`config.mk`:
```
export PLATFORM = sky130hd
export DESIGN_NAME = param_data_memory
export DESIGN_NICKNAME = d
export VERILOG_FILES = /design/src/rtl/param_data_memory.sv
export SDC_FILE = /design/constraint.sdc
export NUM_CORES = 1
export LEC_CHECK = 0
export BUFFER_PORTS_ARGS = -buffer_cell sky130_fd_sc_hd__buf_2
export CAP_MARGIN = 20
export CORE_MARGIN = 2
export CORE_UTILIZATION = 45
export CTS_CLUSTER_DIAMETER = 120
export DETAILED_ROUTE_END_ITERATION = 16
export SLEW_MARGIN = 20
export SYNTH_ARGS = -nofsm -noshare
export SYNTH_HDL_FRONTEND = slang
export SYNTH_SLANG_ARGS = --single-unit
```
`constraint.sdc`:
```
create_clock -name clk -period 4.2 [get_ports clk]
set_input_delay 0.63 -clock clk [delete_from_list [all_inputs] [get_ports clk]]
set_output_delay 0.63 -clock clk [all_outputs]
set_load 0.005 [all_outputs]
```
`src/rtl/param_data_memory.sv`:
```
// param_data_memory: parametrised single-port data RAM with self-fill after reset,
// selectable read latency, read/write collision mode and sticky out-of-range flag.
module param_data_memory #(
  parameter int DATA_WIDTH   = 8,
  parameter int ADDR_WIDTH   = 8,
  parameter int DEPTH        = 61,
  parameter int READ_LATENCY = 1,
  parameter int RW_MODE      = 0,
  parameter int INIT_MODE    = 1
) (
  input  logic                  clk,
  input  logic                  rst_n,
  input  logic                  read_en,
  input  logic                  write_en,
  input  logic [ADDR_WIDTH-1:0] addr,
  input  logic [DATA_WIDTH-1:0] datain,
  input  logic                  err_clr,
  output logic [DATA_WIDTH-1:0] dataout,
  output logic                  rvalid,
  output logic                  ready,
  output logic                  addr_err
);
  localparam int IW = DEPTH > 1 ? $clog2(DEPTH) : 1;
  localparam logic [ADDR_WIDTH:0] DEPTH_LIM = (ADDR_WIDTH+1)'(DEPTH);
  typedef enum logic {INIT, READY} state_t;
  state_t                state;
  logic [DATA_WIDTH-1:0] mem [DEPTH];
  logic [IW-1:0]         ptr;
  logic [IW-1:0]         idx;
  logic [IW-1:0]         widx;
  logic [DATA_WIDTH-1:0] wdata;
  logic [DATA_WIDTH-1:0] rdata;
  logic                  in_range;
  logic                  rd;
  logic                  wen;
  logic                  bad;
  logic                  v1;
  logic [DATA_WIDTH-1:0] d1;
  assign idx      = addr[IW-1:0];
  assign in_range = {1'b0, addr} < DEPTH_LIM;
  assign rd       = state == READY && read_en;
  assign bad      = state == READY && (read_en || write_en) && !in_range;
  // The fill sequencer owns the single write port until the memory is ready.
  assign wen      = state == INIT || (write_en && in_range);
  assign widx     = state == INIT ? ptr : idx;
  assign wdata    = state == INIT ? (INIT_MODE == 1 ? DATA_WIDTH'(ptr) : '0) : datain;
  assign rdata    = !in_range ? '0 : (RW_MODE == 1 && write_en) ? datain : mem[idx];
  always_ff @(posedge clk)
    if (wen) mem[widx] <= wdata;
  always_ff @(posedge clk or negedge rst_n)
    if (!rst_n) begin
      state    <= INIT;
      ptr      <= '0;
      ready    <= 1'b0;
      addr_err <= 1'b0;
      v1       <= 1'b0;
      d1       <= '0;
    end else begin
      v1 <= rd;
      d1 <= rd ? rdata : '0;
      if (state == INIT) begin
        ptr <= ptr + 1'b1;
        if (ptr == IW'(DEPTH - 1)) begin
          state <= READY;
          ready <= 1'b1;
        end
      end else begin
        addr_err <= bad || (addr_err && !err_clr);
      end
    end
  if (READ_LATENCY == 2) begin : g_lat2
    always_ff @(posedge clk or negedge rst_n)
      if (!rst_n) begin
        rvalid  <= 1'b0;
        dataout <= '0;
      end else begin
        rvalid  <= v1;
        dataout <= d1;
      end
  end else begin : g_lat1
    assign rvalid  = v1;
    assign dataout = d1;
  end
endmodule

```
## Yosys cells after proc, flatten, opt, wreduce, memory -nomap -nowiden

Memories as Yosys holds them, arrays and structs flattened.
Cells that the tools add are included.

| operators by class | value |
|---|---|
| add/sub/neg operators | 1 |
| $lt $le $gt $ge | 1 |
| equality and inequality tests | 1 |
| muxes and demuxes | 8 |
| bitwise logic cells | 1 |
| reductions and logical operators | 11 |

Operator list:

| cell | count |
|---|---|
| 8-bit two-way mux | 3 |
| 8-bit by 6-bit less-than comparator with 1-bit output, second input constant | 1 |
| 6-bit by 1-bit adder with 6-bit output, second input constant | 1 |
| 6-bit == test, second input constant | 1 |
| 6-bit two-way mux | 1 |
| 1-bit logical AND | 5 |
| 1-bit two-way mux | 4 |
| 1-bit logical OR | 3 |
| 1-bit zero test | 2 |
| 2-bit AND reduction | 1 |
| 1-bit inverter | 1 |

| word-level totals | value |
|---|---|
| bits in registers | 18 |
| RAM bits | 488 |
| input port bits | 21 |
| memories kept | 1 |

Memories:

| memory | depth | bits a word | read ports | clocked after Yosys merged registers in | write ports | line | RTL |
|---|---|---|---|---|---|---|---|
| mem | 61 | 8 | 1 | 0 | 1 | 27 | `logic [DATA_WIDTH-1:0] mem [DEPTH];` |

## Depth between registers and ports, before layout

Gate-level depths: netlist of run 1.

| logic depth | value |
|---|---|
| depth in word-level cells | 5 |
| mapped depth | 8 |
| gate-level depth less buffers | 5 |

## Least setup slack after synthesis of run 1

No wires, ideal clock.

| timing | value |
|---|---|
| path type | flip-flop to flip-flop |
| start point | register state |
| end point | memory mem[0][2], data pin |
| data arrival time | 3.367 ns |
| path slack | 0.155 ns |
| cell stages (with the launch flop) | 5 |
| clock period less this slack | 4.045 ns |
| cell sequence | dfrtp_1 -> clkbuf_1 -> clkbuf_1 -> buf_1 -> o21ai_0 |

| between the ends | value |
|---|---|
| word-level cells in the longest chain between the ends | 1 |

Ends and longest elaborated chain:

| what | line | RTL |
|---|---|---|
| start, declared | 26 | `state_t state;` |
| start signal, assigned | 52 | `state <= INIT;` |
| start signal, assigned | 64 | `state <= READY;` |
| 8-bit two-way mux | 46 | `assign wdata = state == INIT ? (INIT_MODE == 1 ? DATA_WIDTH'(ptr) : '0) : datain;` |
| via wdata[2] | 31 | `logic [DATA_WIDTH-1:0] wdata;` |
| end, declared | 27 |  |

The timed path passes the listed nets, and every way through them passes these cells.

## Worst setup path after layout of run 1

| timing | value |
|---|---|
| start point | register state |
| end point | memory mem[13][1] (enable) |

| between the ends | value |
|---|---|
| word-level cells in the longest chain between the ends | 4 |

Ends and longest elaborated chain:

| what | line | RTL |
|---|---|---|
| 1-bit inverter | - |  |
| 1-bit logical OR | 44 | `assign wen = state == INIT \|\| (write_en && in_range);` |
| 1-bit two-way mux | 49 | `if (wen) mem[widx] <= wdata;` |
| 1-bit two-way mux (not written as such) | 49 |  |

Several ways; a longest one is shown, not always the timed one.

==> results of run 1 <==
[through the flow]
step / std cells / utilization, % / instance area (um^2) / power, mW / hold WS [ns]
after CTS: 1829 / 51.8 / 22900 / 10.5 / 0.00412
after global placement: 1740 / 47.9 / 21200 / 5.84 / 0.456
after floorplan: 1116 / - / 20100 / 5.76 / 0.334
final: 1829 / 51.8 / 22900 / 10.4 / 0.0184
after detailed placement: 1740 / 47.9 / 21200 / 5.84 / 0.459
after global routing: 1829 / 51.8 / 22900 / 10.6 / 0.0312
[synthesized netlist by cell type (4+ instances only)]
master    count  share of area, %
mux4_2       49               5.5
and2_1        6              0.19
nor2b_1      19              0.59
buf_2        18              0.45
o41ai_1       6              0.26
mux2_2       56               3.1
a211o_1       7              0.30
buf_6         7              0.39
a21oi_1      16              0.40
nand2b_1     11              0.34
a211oi_1     15              0.56
o21ai_0      27              0.67
mux2i_1      75               3.7
nor3_1        5              0.12
a311oi_1      6              0.26
a41oi_1       6              0.26
nand3_1      10              0.25
o22ai_1      19              0.59
dfrtp_1      18               2.2
buf_4        15              0.56
edfxtp_1    488                73
clkbuf_1     14              0.26
o211ai_1      7              0.26
a221oi_1     13              0.57
nand2_1      49              0.91
nor2_1       75               1.4
o21ai_1       6              0.15
a22oi_1      17              0.63
a22o_1        9              0.39
xnor2_1       4              0.17
nand3_2      10              0.50
inv_1         4             0.074
[flip-flops by register name (all words and copies together) (netlist names)]
| signal | flops |
|---|---|
| ready | 1 |
| mem | 488 |
| addr_err | 1 |
| state | 1 |
| rvalid | 1 |
| dataout | 8 |
| ptr | 6 |
[power by group through the flow]
| stage | Combinational [mW] | Clock [mW] | Sequential [mW] |
|---|---|---|---|
| floorplan | 0.201 | 0 | 5.55 |
| global placement | 0.288 | 0 | 5.55 |
| detailed placement | 0.291 | 0 | 5.55 |
| CTS | 0.292 | 4.71 | 5.45 |
| global route | 0.308 | 4.89 | 5.44 |
| finish | 0.291 | 4.63 | 5.45 |
[path summary, 6_finish.rpt]
path                          from         end  slack (ns)  depth (start not counted)
setup / recovery             state  mem[13][1]        1.10                          5
hold / removal               rst_n       ready        0.02                          1
setup reg to reg             state  mem[13][1]        1.10                          5
hold reg to reg              ready       ready        0.48                          1
max in group asynchronous    rst_n  dataout[0]        3.80                          1
min in group clk           read_en      rvalid        0.34                          2
[cell usage in the layout (no fill, tap or decap), drive strengths merged, types with 20 or more instances in the layout]
cell type    n
edfxtp     488
nand2       49
clkbuf      62
nand3       20
mux4        49
buf         88
mux2        56
nor2        75
o21ai       33
mux2i       75
[cell families (layout without fill, tap and decap cells)]
logic type	after synthesis	after routing
DFF	506	506
AOI/OAI and AO/OA	166	166
adders and majority gates	2	2
buffers and inverters	61	182
xor gates and xnor gates	5	5
muxes	180	180
and+or+nand+nor	196	196
[area by class of cell]
class	count	area, um^2
fillers	3520	21300
flip-flops and latches	506	15100
multi-input cells	549	4710
clock buffers	61	1330
well taps	592	741
repair buffers	89	627
clock inverters	28	359
inverters	4	15.0
[metal layers]
metal  vias up  share of wire, %
met5         -                 0
met4         0               2.1
met3        65               7.1
met2       394                46
met1      5470                45
li1       4657                 -
[critical path: stages, from the launching register on]
cell	delay (ns)
dfrtp_1	0.76
buf_4	0.33
nand2_1	0.06
o21ai_0	0.43
nand2_1	0.46
nor2_1	0.65
==> impl_metrics.env, run 1 <==
export IMPL_period_needed_ns=3.10
export IMPL_cp_start_kind="flop"
export IMPL_grt_pass1_wl_um=71500
export IMPL_cellLeakagePower_nw=7.23
export IMPL_rsz0062_at_grt="no"
export IMPL_dr_pass1_iters=5
export IMPL_min_path_type="input port to asynchronous set/reset pin"
export IMPL_grt_busiest_layer="met2"
export IMPL_cts_root_buffer="clkbuf_16"
export IMPL_overflow=0
export IMPL_n_antenna_cell=0
export IMPL_dieArea_um2=46500
export IMPL_cts_tree="built"
export IMPL_clk_pin_slew_ns=0.07
export IMPL_drv_slew=0
export IMPL_pwr_share_clk_pct=44.7
export IMPL_wl_um=47700
export IMPL_synth_xor_area_share_pct=0.217
export IMPL_status="finished clean"
export IMPL_comb_power_share_pct=2.8
export IMPL_avgSynthCellArea_um2=18.1
export IMPL_gp_congestion=0.883
export IMPL_grt_usage_pct=20.9
export IMPL_synth_mux_area_share_pct=12.3
export IMPL_met2_usage_pct=32.1
export IMPL_drc=0
export IMPL_insertion_delay_ns=0.59
export IMPL_cts_htree_levels=2
export IMPL_pin_count=32
export IMPL_fp_row_count=77
export IMPL_post_route_period_util_pct=73.7
export IMPL_ys_seq_area_share_pct=75.0
export IMPL_synth_top_family_by_area="multiplexers"
export IMPL_ir_drop_mv=0.237
export IMPL_portBuffers=31
export IMPL_synth_cell_type_count=54
export IMPL_holdBufCountCts=0
export IMPL_p_sw_mw=2.02
export IMPL_max_cap_violations=0
export IMPL_ctsResizeCount=0
export IMPL_synth_ff_type="edfxtp_1"
export IMPL_clock_skew_ns=0.0277
export IMPL_cts_sinks=506
export IMPL_syn_nets=1139
export IMPL_yosys_area_share_simple_pct=4.74
export IMPL_tns_ns=0
export IMPL_layout_setup_ws_ns=1.10
export IMPL_die_width_um=216
export IMPL_pre_cts_slack_ns=0.687
export IMPL_fmax_mhz=323
export IMPL_crit_arrival_ns=3.30
export IMPL_hold_violations=0
export IMPL_grt_pass1_vias=10700
export IMPL_yosysWarnings=0
export IMPL_start_util_pct=45.6
export IMPL_cts_setup_buffers=0
export IMPL_place_hpwl_um=29800
export IMPL_first_iter_violations=1321
export IMPL_antenna_found_initial=1
export IMPL_fp_coreArea_um2=44200
export IMPL_seq_power_share_pct=52.5
export IMPL_fin_nets=1223
export IMPL_ys_ff_latch=506
export IMPL_grt_max_degree=114
export IMPL_route_vias_total=10600
export IMPL_async_flop_share_pct=3.56
export IMPL_avgRoutedWirePerCell_um=26.1
export IMPL_crit_required_ns=4.40
export IMPL_synth_compound_area_share_pct=5.83
export IMPL_path_max_fanout=21
export IMPL_area_delta_synth_final_pct=13.6
export IMPL_avgViaCountPerCell=5.79
export IMPL_synth_edff_count=488
export IMPL_power_internal_mw=8.35
export IMPL_drive_above_1_share_pct=23.3
export IMPL_grt_util_met3_pct=3.62
export IMPL_die_h_um=216
export IMPL_synth_area_um2=20100
export IMPL_clockBufferDepth=3
export IMPL_path_class="flop to flop"
export IMPL_numCtsBuffers=50
export IMPL_synth_adder_area_share_pct=0.124
export IMPL_setup_viol=0
export IMPL_syn_inst=1116
export IMPL_sw_frac_of_total_pct=19.4
export IMPL_slew_headroom_pct=35.7
export IMPL_worstMarginPinSlew_ns=0.960
export IMPL_drtAntennaViolNets=0
export IMPL_met1_usage_pct=30.9
export IMPL_crit_path_end_kind="flop"
export IMPL_powerDensity_nw_per_um2=453
Power figures use the tool's default switching activity.
==> inputs of run 2 (changes only) <==
==> constraint.sdc (replaced) <==
create_clock -name clk -period 3.1 [get_ports clk]
set_input_delay 0.465 -clock clk [delete_from_list [all_inputs] [get_ports clk]]
set_output_delay 0.465 -clock clk [all_outputs]
set_load 0.005 [all_outputs]
==> impl_metrics.env, run 2 (synthesis gave the netlist of run 1 again) <==
export IMPL_area_delta_synth_final_pct=15.7
export IMPL_worstMarginPinSlew_ns=1.12
export IMPL_clk_pin_slew_ns=0.06
export IMPL_place_hpwl_um=30800
export IMPL_antenna_found_initial=0
export IMPL_layout_common_cells="edfxtp_1, buf_4, mux2i_1, nor2_1, mux2_2"
export IMPL_fin_nets=1292
export IMPL_cts_tree="built"
export IMPL_fp_coreArea_um2=44200
export IMPL_cts_setup_buffers=0
export IMPL_period_needed_ns=2.56
export IMPL_largest_reg_flops=488
export IMPL_avgViaCountPerCell=5.69
export IMPL_cellLeakagePower_nw=7.50
export IMPL_wl_um=47300
export IMPL_drtAntennaViolNets=0
export IMPL_cts_sinks=506
export IMPL_fmax_mhz=391
export IMPL_cts_htree_levels=2
export IMPL_tns_ns=0
export IMPL_numCtsBuffers=50
export IMPL_setup_viol=0
export IMPL_path_max_fanout=24
export IMPL_portBuffers=31
export IMPL_crit_required_ns=3.40
export IMPL_top_register="mem"
export IMPL_clockBufferDepth=3
export IMPL_max_cap_violations=0
export IMPL_grt_pass1_wl_um=70500
export IMPL_die_h_um=216
export IMPL_overflow=0
export IMPL_path_class="flop to flop"
export IMPL_crit_arrival_ns=2.86
export IMPL_pin_count=32
export IMPL_crit_path_end_kind="flop"
export IMPL_drc=0
export IMPL_avgRoutedWirePerCell_um=24.9
export IMPL_layout_cells_most_common="edfxtp_1"
export IMPL_ctsResizeCount=0
export IMPL_start_util_pct=45.6
export IMPL_drive_above_1_share_pct=26.7
export IMPL_post_route_period_util_pct=82.5
export IMPL_ir_drop_mv=0.468
export IMPL_status="finished clean"
export IMPL_worstReg2RegStart="state"
export IMPL_powerDensity_nw_per_um2=571
export IMPL_cts_root_buffer="clkbuf_16"
export IMPL_fill_cells=3475
export IMPL_fin_util_pct=52.7
export IMPL_reg_top3="mem: 488 flops, dataout: 8 flops, ptr: 6 flops"
export IMPL_min_path_type="input port to flop"
export IMPL_first_iter_violations=1271
export IMPL_drv_slew=0
export IMPL_rsz0062_at_grt="no"
export IMPL_die_width_um=216
export IMPL_gp_congestion=0.860
export IMPL_grt_pass1_vias=10800
export IMPL_dr_pass1_iters=7
export IMPL_route_vias_total=10800
export IMPL_min_delay_start="read_en"
export IMPL_insertion_delay_ns=0.59
export IMPL_hold_violations=0
export IMPL_slew_headroom_pct=24.8
export IMPL_grt_max_degree=62
export IMPL_fp_row_count=77
export IMPL_clock_skew_ns=0.0237
export IMPL_crit_start="state"
export IMPL_cp_start_kind="flop"
export IMPL_grt_usage_pct=20.6
export IMPL_dieArea_um2=46500
[run 2: cell count changes in the layout (fill, tap and decap cells not counted), sizes merged, moves of 2 or more]
cell      delta
buf         +68
clkbuf       -2
clkinvlp     +2
clkinv       +8
bufinv       -8
[run 2: stage by stage]
| step | instance area, um^2 | power (mW) | hold WS (ns) | cells | setup WS, ns |
|---|---|---|---|---|---|
| floorplan | 20100 | 7.80 | 0.169 | 1116 | 0.106 |
| global placement | 21800 | 7.95 | 0.457 | 1808 | 0.116 |
| detailed placement | 21800 | 7.95 | 0.467 | 1808 | 0.163 |
| CTS | 23300 | 13.4 | 0.131 | 1897 | 0.603 |
| global route | 23300 | 13.7 | 0.142 | 1897 | 0.427 |
| finish | 23300 | 13.3 | 0.157 | 1898 | 0.541 |
[run 2: worst paths after layout]
path	end	slack, ns	depth (start not counted)
setup / recovery	mem[4][2]	0.54	5
hold / removal	rvalid	0.16	2
setup reg to reg	mem[4][2]	0.54	5
hold reg to reg	ready	0.48	1
max in group asynchronous	state	2.35	2
min in group asynchronous	dataout[3]	0.39	2
[run 2: power breakdown]
group	internal (mW)	leakage (nW)	total (mW)	switching (mW)
Sequential	7.38	4.45	7.38	0
Combinational	0.177	2.34	0.430	0.252
Clock	3.03	0.707	5.49	2.46
[run 2: per-layer routing]
metal  vias up  routed length (um)  GRT usage (%)
met5         -                   0              0
met4         0                1060           5.61
met3        62                3460           4.27
met2       391               21800           31.6
met1      5569               20900           30.1
li1       4780                   -              -
[run 2: critical path, cell delays in order (launching register included)]
cell,delay (ns)
dfrtp_1,0.54
buf_12,0.24
o31ai_1,0.50
nand2_1,0.43
nor2_1,0.34
buf_4,0.20
[run 2: layout make-up]
| type | count | area (um^2) | area share, % |
|---|---|---|---|
| antenna | 1 | 2.50 | 0.0107 |
| clock buffer | 59 | 1280 | 5.51 |
| clock inverter | 29 | 178 | 0.762 |
| inverter | 4 | 15.0 | 0.0644 |
| multi-input combinational | 549 | 4710 | 20.2 |
| sequential | 506 | 15100 | 64.8 |
| tap | 592 | 741 | 3.18 |
| timing repair buffer | 158 | 1270 | 5.46 |
[run 2: timing repair]
action,CTS,global route
hold buffers,1,0
endpoints found under the hold margin,18,0
endpoints found under the setup margin,0,0
==> inputs of run 3 (changes only) <==
--- a/config.mk
+++ b/config.mk
@@ -5,6 +5,7 @@
 export SDC_FILE = /design/constraint.sdc
 export NUM_CORES = 1
 export LEC_CHECK = 0
+export ABC_AREA = 1
 export BUFFER_PORTS_ARGS = -buffer_cell sky130_fd_sc_hd__buf_2
 export CAP_MARGIN = 20
 export CORE_MARGIN = 2
==> constraint.sdc (replaced) <==
create_clock -name clk -period 2.1 [get_ports clk]
set_input_delay 0.315 -clock clk [delete_from_list [all_inputs] [get_ports clk]]
set_output_delay 0.315 -clock clk [all_outputs]
set_load 0.005 [all_outputs]
==> impl_metrics.env, run 3 <==
export IMPL_status="finished clean"
export IMPL_fp_coreArea_um2=48800
export IMPL_path_class="flop to flop"
export IMPL_async_flop_share_pct=3.56
export IMPL_synth_commonest_cells="nand2_1, edfxtp_1, nand3_1"
export IMPL_first_iter_violations=1407
export IMPL_worstReg2RegStart="state"
export IMPL_synth_cell_type_count=32
export IMPL_wl_um=57700
export IMPL_wl_met3_um=4200
export IMPL_clock_skew_ns=0.0279
export IMPL_grt_pass1_vias=14800
export IMPL_fin_nets=2296
export IMPL_period_needed_ns=2.08
export IMPL_clk_pin_slew_ns=0.06
export IMPL_setup_viol=0
export IMPL_crit_start="state"
export IMPL_ir_drop_mv=0.642
export IMPL_reg_top3="mem: 488 flops, dataout: 8 flops, ptr: 6 flops"
export IMPL_top_layer="met4"
export IMPL_die_width_um=226
export IMPL_pre_cts_slack_ns=-0.183
export IMPL_area_delta_synth_final_pct=18.7
export IMPL_clockBufferDepth=3
export IMPL_cts_tree="built"
export IMPL_grt_usage_pct=23.1
export IMPL_slew_headroom_pct=47.8
export IMPL_layout_cells_most_common="nand2_1"
export IMPL_final_cell_area_um2=26400
export IMPL_syn_nets=2163
export IMPL_synth_top_area_share_pct=65.9
export IMPL_dr_pass1_iters=6
export IMPL_ys_ff_latch=506
export IMPL_syn_inst=2140
export IMPL_ys_seq_area_share_pct=67.9
export IMPL_overflow=0
export IMPL_synth_ff_type="edfxtp_1"
export IMPL_crit_required_ns=2.40
export IMPL_place_area_um2=24400
export IMPL_layout_common_cells="nand2_1, edfxtp_1, nand3_1"
export IMPL_route_met2_wl_um=27100
export IMPL_rsz0062_at_grt="yes"
export IMPL_tns_ns=0
export IMPL_cts_sinks=506
export IMPL_portBuffers=31
export IMPL_dp_cells=2873
export IMPL_avgViaCountPerCell=5.08
export IMPL_drtAntennaViolNets=0
export IMPL_synth_most_common_cell="nand2_1"
export IMPL_layout_setup_ws_ns=0.0229
export IMPL_route_vias_total=15100
export IMPL_gp_congestion=0.879
export IMPL_pin_count=32
export IMPL_final_cells=2978
export IMPL_grt_pass1_wl_um=88100
export IMPL_n_antenna_cell=0
export IMPL_numCtsBuffers=52
export IMPL_synth_edff_count=488
export IMPL_insertion_delay_ns=0.61
export IMPL_dieArea_um2=51200
export IMPL_fp_row_count=81
export IMPL_fmax_mhz=481
export IMPL_netlist_top_cells_area="edfxtp_1, nand2_1, nand3_1, inv_1, dfrtp_1"
export IMPL_cts_root_buffer="clkbuf_16"
export IMPL_drive_above_1_share_pct=17.5
export IMPL_fill_cells=4283
export IMPL_yosys_area_top_type="edfxtp_1"
export IMPL_grt_max_degree=78
export IMPL_m1WireLength_um=24800
export IMPL_hold_violations=0
export IMPL_largest_reg_flops=488
export IMPL_drv_slew=0
export IMPL_post_route_period_util_pct=98.9
export IMPL_antenna_found_initial=0
export IMPL_synth_area_um2=22300
export IMPL_drc=0
export IMPL_start_util_pct=45.5
export IMPL_top_register="mem"
export IMPL_max_cap_violations=0
export IMPL_crit_arrival_ns=2.38
export IMPL_cellLeakagePower_nw=11.2
export IMPL_power_total_mw=21.1
export IMPL_min_path_type="input port to asynchronous set/reset pin"
export IMPL_path_max_fanout=8
export IMPL_cp_start_kind="flop"
export IMPL_die_h_um=226
export IMPL_avgRoutedWirePerCell_um=19.4
export IMPL_cts_htree_levels=2
export IMPL_place_hpwl_um=36500
export IMPL_powerDensity_nw_per_um2=798
export IMPL_worstMarginPinSlew_ns=0.782
export IMPL_yosysWarnings=0
export IMPL_crit_path_end_kind="flop"
export IMPL_avgSynthCellArea_um2=10.4
==> run 3: changes by cell type in the layout (fill, tap and decap cells not counted), moves of 56 or more <==
cell / before / now
nand3_1: 10 / 397
inv_1: 4 / 328
mux2i_1: 75 / 0
mux2_2: 56 / 0
nand2_1: 45 / 563
or2_2: 2 / 63
==> run 3: cell type report <==
class                           instances  area [um^2]  share of cell area, %
Sequential cell                       506        15100                   57.2
Multi-Input combinational cell       1160         5430                   20.6
Timing Repair Buffer                  184         1940                   7.36
Inverter                              369         1410                   5.34
Clock buffer                           67         1400                   5.30
Tap cell                              664          831                   3.15
Clock inverter                         28          289                   1.09
==> run 3: layer usage <==
| layer | global-route usage (%) | vias up |
|---|---|---|
| met2 | 37.3 | 509 |
| met4 | 7.51 | 0 |
| met1 | 31.8 | 7281 |
| li1 | - | 7243 |
| met3 | 4.35 | 100 |
| met5 | 0 | - |
==> run 3: worst paths after layout <==
kind                              endpoint  slack (ns)  cells after the start
worst max-delay path            mem[18][4]        0.02                     10
max in group asynchronous           ptr[4]        1.55                      2
worst max register to register  mem[18][4]        0.02                     10
worst min register to register       ready        0.52                      2
worst min-delay path            dataout[2]        0.20                      2
min in group clk                dataout[4]        0.22                      4
==> run 3: kinds of logic after synthesis <==
group	share of synthesized area (%)
buffers and inverters	8.51
AND/OR/NAND/NOR	22.4
adder cells (fa/ha/maj)	0.112
flip-flops	67.9
AO/OA/AOI/OAI	0.928
XOR/XNOR	0.157
==> run 3: through the flow <==
step | hold slack, ns | util, %
after floorplan | 0.0194 | -
after global placement | 0.292 | 50.0
after detailed placement | 0.297 | 50.0
after CTS | 0.175 | 53.7
after global routing | 0.205 | 54.1
final | 0.199 | 54.1
==> run 3: repair_timing <==
item | CTS | global route
pin swaps | 0 | 3
buffers inserted | 0 | 5
setup endpoints to repair | 264 | 472
hold buffers | 4 | 0
gates resized for setup | 27 | 54
gates cloned | 0 | 1
hold endpoints to repair | 20 | 0
==> run 3: critical path, cell delays in order, from the launching register on <==
cell and delay (ns):
dfrtp_1 0.42, buf_4 0.18, buf_4 0.14, a21oi_4 0.21
inv_4 0.07, buf_4 0.15, nor2_4 0.12, nand2_2 0.10
buf_6 0.14, nor2_1 0.08, buf_4 0.18
==> run 3: power by group <==
group          internal (mW)  switching (mW)  total [mW]
registers               10.9               0        10.9
logic                  0.305           0.649       0.954
clock network           5.42            3.79        9.21
